===== src/rtl/cd_llc_port_arbiter.sv =====
// Per-LLC-port scheduler: packet-granular round-robin over N_REQ request links,
// holding each grant for BURST flits and gating new packets on an LLC credit pool.
module cd_llc_port_arbiter #(
    parameter int N_REQ   = 8,
    parameter int BURST   = 2,
    parameter int MAX_OUT = 2,
    parameter int IDX_W   = $clog2(N_REQ),
    localparam int CRED_W = $clog2(MAX_OUT + 1)
) (
    input  logic              clk,
    input  logic              reset,
    input  logic [N_REQ-1:0]  req_v,
    input  logic              llc_ro,
    input  logic              rsp_done,
    output logic [N_REQ-1:0]  gnt,
    output logic [IDX_W-1:0]  gnt_idx,
    output logic              llc_so,
    output logic              fire,
    output logic [CRED_W-1:0] credits,
    output logic              busy,
    output logic              err_ovf
);

    localparam int BEAT_W = (BURST > 1) ? $clog2(BURST) : 1;

    typedef enum logic {
        IDLE = 1'b0,
        XFER = 1'b1
    } state_t;

    state_t             state_q, state_d;
    logic [IDX_W-1:0]   gnt_idx_q, gnt_idx_d;
    logic [IDX_W-1:0]   rr_ptr_q, rr_ptr_d;
    logic [BEAT_W-1:0]  beat_q, beat_d;
    logic [CRED_W-1:0]  credits_q, credits_d;
    logic               err_ovf_q, err_ovf_d;

    logic               pick_found;
    logic [IDX_W-1:0]   pick_idx;
    logic [IDX_W:0]     cand;
    logic               take_credit;
    logic               last_beat;

    // Round-robin search starting just after the last link served, with wrap.
    always_comb begin
        pick_found = 1'b0;
        pick_idx   = '0;
        cand       = '0;
        for (int k = 1; k <= N_REQ; k++) begin
            cand = {1'b0, rr_ptr_q} + (IDX_W + 1)'(k);
            if (cand >= (IDX_W + 1)'(N_REQ)) begin
                cand = cand - (IDX_W + 1)'(N_REQ);
            end
            if (!pick_found && req_v[cand[IDX_W-1:0]]) begin
                pick_found = 1'b1;
                pick_idx   = cand[IDX_W-1:0];
            end
        end
    end

    // Outputs depend only on registered state and the current req_v/llc_ro,
    // so llc_ro never reaches gnt combinationally.
    assign busy        = (state_q == XFER);
    assign llc_so      = busy & req_v[gnt_idx_q];
    assign fire        = llc_so & llc_ro;
    assign gnt         = busy ? ({{(N_REQ-1){1'b0}}, 1'b1} << gnt_idx_q) : '0;
    assign gnt_idx     = gnt_idx_q;
    assign credits     = credits_q;
    assign err_ovf     = err_ovf_q;
    assign take_credit = fire && (beat_q == '0);
    assign last_beat   = fire && (beat_q == BEAT_W'(BURST - 1));

    always_comb begin
        state_d   = state_q;
        gnt_idx_d = gnt_idx_q;
        rr_ptr_d  = rr_ptr_q;
        beat_d    = beat_q;
        case (state_q)
            IDLE: begin
                if (pick_found && (credits_q != '0)) begin
                    state_d   = XFER;
                    gnt_idx_d = pick_idx;
                    beat_d    = '0;
                end
            end
            XFER: begin
                if (last_beat) begin
                    state_d   = IDLE;
                    rr_ptr_d  = gnt_idx_q;
                    gnt_idx_d = '0;
                    beat_d    = '0;
                end else if (fire) begin
                    beat_d = beat_q + BEAT_W'(1);
                end
            end
            default: begin
                state_d   = IDLE;
                gnt_idx_d = '0;
                beat_d    = '0;
            end
        endcase
    end

    // A first fire and a returning reply in the same cycle cancel out.
    always_comb begin
        credits_d = credits_q;
        err_ovf_d = err_ovf_q;
        if (rsp_done && !take_credit) begin
            if (credits_q == CRED_W'(MAX_OUT)) begin
                err_ovf_d = 1'b1;
            end else begin
                credits_d = credits_q + CRED_W'(1);
            end
        end else if (take_credit && !rsp_done) begin
            credits_d = credits_q - CRED_W'(1);
        end
    end

    always_ff @(posedge clk or posedge reset) begin
        if (reset) begin
            state_q   <= IDLE;
            gnt_idx_q <= '0;
            rr_ptr_q  <= IDX_W'(N_REQ - 1);
            beat_q    <= '0;
            credits_q <= CRED_W'(MAX_OUT);
            err_ovf_q <= 1'b0;
        end else begin
            state_q   <= state_d;
            gnt_idx_q <= gnt_idx_d;
            rr_ptr_q  <= rr_ptr_d;
            beat_q    <= beat_d;
            credits_q <= credits_d;
            err_ovf_q <= err_ovf_d;
        end
    end

endmodule


===== config.mk =====
export PLATFORM = sky130hd
export DESIGN_NAME = cd_llc_port_arbiter
export DESIGN_NICKNAME = d
export VERILOG_FILES = /design/src/rtl/cd_llc_port_arbiter.sv
export SDC_FILE = /design/constraint.sdc
export NUM_CORES = 1
export LEC_CHECK = 0
export BUFFER_PORTS_ARGS = -buffer_cell sky130_fd_sc_hd__clkbuf_2
export CAP_MARGIN = 30
export CORE_MARGIN = 5
export CORE_UTILIZATION = 38
export DETAILED_ROUTE_END_ITERATION = 6
export HOLD_SLACK_MARGIN = 0.05
export PLACE_DENSITY = 0.65
export SLEW_MARGIN = 15
export SYNTH_ARGS = -nofsm -noshare
export SYNTH_HDL_FRONTEND = slang
export SYNTH_SLANG_ARGS = --single-unit

===== constraint.sdc =====
create_clock -name clk -period 3.95 [get_ports clk]
set_input_delay 0.395 -clock clk [delete_from_list [all_inputs] [get_ports clk]]
set_output_delay 0.395 -clock clk [all_outputs]
set_load 0.005 [all_outputs]

==> flow_summary.yaml <==
floorplan:
  io_pins: 29
  die_x_um: 75.3
  die_h_um: 75.3
  rows: 23
  initial_core_util: 0.399
  design.core.area_um2: 4060
  die-area_um2: 5660
routing:
  viasPerCell: 5.94
  first_pass_iters: 4
  routed_wl_um: 4270
  dr_total_vias: 1605
  drtIter0Drc: 76
  remaining_drc_errors: 0
  ant_nets: 0
  wire_per_inst_um: 15.8
sta:
  finalCritPeriodShare: 0.739
  finalSetupViolCount: 0
  fmax_ghz: 0.342
  rsz0062_at_grt: "no"
  hold_viol: 0
  fin_tns_setup_ns: 0
  whs_ns: 0.139
  finalCriticalPeriod_ns: 2.92
  slew_headroom: 0.626
  slew_viol_final: 0
  tightestPinTransition_ns: 0.560
  finClkSkew_ns: 0.00705
clock_tree:
  numCtsBuffers: 3
  clkSinkCount: 11
  cts_tree: "done"
  cts_root_buf: "clkbuf_8"
  hold_buffers: 0
  clkTransAtPathRegs_ns: 0.05
  post_cts_resized: 0
  max-clock-path-buffers: 2
  cts_max_level: 1
  post_cts_buffers: 0
  clk_latency_ns: 0.24
setup_path:
  worstSetupStartpointType: "flop"
  r2r-end: "gnt_idx[1]"
  crit_type: "flop to flop"
  worstPathCellList: "inv_2 > ha_1 > mux2i_1 > o22a_1 > or4b_4 > a21oi_4 > nand3_4 > o21ai_4 > a211o_1 > o211ai_1"
  regToRegSetupSlack_ns: 1.03
  rr_startpoint: "rr_ptr_q[0]"
  reg2regPathDepth: 10
  slowest_delay_ns: 0.53
  crit_buf_inv: 1
  crit_fanout: 9
  required_ns: 4.05
  cp_data_arrival_time_ns: 3.02
  cpMaxStageDelayCell: "dfstp_2"
  cp-end-kind: "flop"
  path_delay_family: "compound AO/OA/AOI/OAI gates"
cells_and_area:
  final_nets: 235
  seq_area_um2: 280
  antenna-diode-count: 0
  final_util: 0.451
  final_cell_mix: "clkbuf_2 (28), nand2_1 (21), mux2i_1 (17), nor2_1 (13), a21oi_1 (12)"
  drive_gt1_frac: 0.264
  multi_input_area_um2: 1230
  area_growth_syn_to_layout_pct: 13.2
  fillers: 414
  final_common_cell: "clkbuf_2"
global_routing:
  overflow: 0
  antenna_found_initial: 0
  grt_pass1_vias: 1410
  grt_max_degree: 20
  grt.total_usage: 0.156
  grt_pass1_wl_um: 6870
min_path:
  hold_class: "primary input to asynchronous set/reset pin"
job:
  drv_cap: 0
synth:
  netlist_area_um2: 1620
  synth_flop_cell: "dfrtp_1"
  ys_warn_count: 0
  async_reset_ff_frac: 1.00
  synthCells: 196
  synth_edf_count: 0
  ys_types: 52
  syn_area_per_cell_um2: 8.25
  ys_ff_latch: 11
  seq_area_frac_synth: 0.173
  synth.net_count: 210
status:
  status: "complete, no violations"
power_and_ir_drop:
  power_uw: 1810
  cellPowerDensity_nw_per_um2: 988
  ir_worst_vdd_v: 0.000307
  p_leak_uw: 0.000782
place:
  hpwlAfterDp_um: 3290
  finalWeightedCongestion: 0.857
  placement.io_buffers: 28
cell usage after synthesis (3+ instances only):
| cell | n | share of area |
|---|---|---|
| o21ai_0 | 4 | 0.012 |
| dfrtp_1 | 7 | 0.11 |
| nand2_1 | 21 | 0.049 |
| nand3_1 | 11 | 0.034 |
| nor4_1 | 3 | 0.012 |
| a21oi_1 | 12 | 0.037 |
| nor2b_1 | 5 | 0.019 |
| mux2i_1 | 17 | 0.11 |
| mux4_2 | 10 | 0.14 |
| xnor2_1 | 3 | 0.016 |
| o21ai_1 | 9 | 0.028 |
| mux2_1 | 4 | 0.028 |
| buf_2 | 6 | 0.019 |
| nand2b_1 | 8 | 0.031 |
| nor2_1 | 13 | 0.030 |
| inv_1 | 11 | 0.026 |
| nor3_1 | 4 | 0.012 |
| dfstp_2 | 4 | 0.065 |
worst reg2reg max path, cell delays in order, from the launching register on:
cell and delay, ns:
dfstp_2 0.53, inv_2 0.08, ha_1 0.47, mux2i_1 0.23, o22a_1 0.18, or4b_4 0.49
a21oi_4 0.22, nand3_4 0.12, o21ai_4 0.24, a211o_1 0.13, o211ai_1 0.08
flip-flops by register name (all words and copies together) (netlist names):
signal    count
err_ovf       1
rr_ptr_q      3
beat_q        1
gnt_idx       3
busy          1
credits       2
power breakdown:
part	switching, uW	internal (uW)
Clock	41.7	70.8
Sequential	93.0	175
Combinational	805	624
Total	940	870
layer usage:
metal / vias to the layer above / routed length, um / GRT usage / share of wire
met4: 0 / 12 / 0.0214 / 0.0028
met1: 761 / 1900 / 0.224 / 0.45
met3: 2 / 373 / 0.0214 / 0.087
li1: 783 / - / - / -
met2: 59 / 1980 / 0.256 / 0.46
met5: - / 0 / 0 / 0
logic make-up (layout without fill, tap and decap cells):
group           count (synthesis)  after routing  synth area share
xor+xnor                        5              5            0.0271
simple gates                   73             73             0.230
mux                            33             33             0.286
buf+inv                        24             48            0.0650
fa+ha+maj                       2              2            0.0155
flops                          11             11             0.173
compound gates                 48             48             0.203
area by class of cell:
class                           count  share of cell area
Tap cell                           50              0.0342
Timing Repair Buffer               31              0.0888
Inverter                           13              0.0266
Clock buffer                        4              0.0246
Multi-Input combinational cell    161               0.673
Sequential cell                    11               0.153
worst max path at each step:
| stage | start | depth (start not counted) | to |
|---|---|---|---|
| finish | rr_ptr_q[0] | 10 | gnt_idx[1] |
| global route | rr_ptr_q[0] | 10 | gnt_idx[1] |
| CTS | rr_ptr_q[0] | 10 | gnt_idx[1] |
| detailed placement | rr_ptr_q[0] | 10 | gnt_idx[1] |
| global placement | rr_ptr_q[0] | 10 | gnt_idx[1] |
| floorplan | rr_ptr_q[0] | 13 | gnt_idx[1] |
metrics by stage:
| step | setup WS, ns | area [um^2] | std cells |
|---|---|---|---|
| 2_1_floorplan | 0.712 | 1620 | 196 |
| 3_3_place_gp | 1.09 | 1790 | 266 |
| 3_5_place_dp | 1.04 | 1790 | 266 |
| 4_1_cts | 1.03 | 1830 | 270 |
| 5_1_grt | 0.804 | 1830 | 270 |
| 6_report | 1.03 | 1830 | 270 |
(Power assumes the default switching activity.)
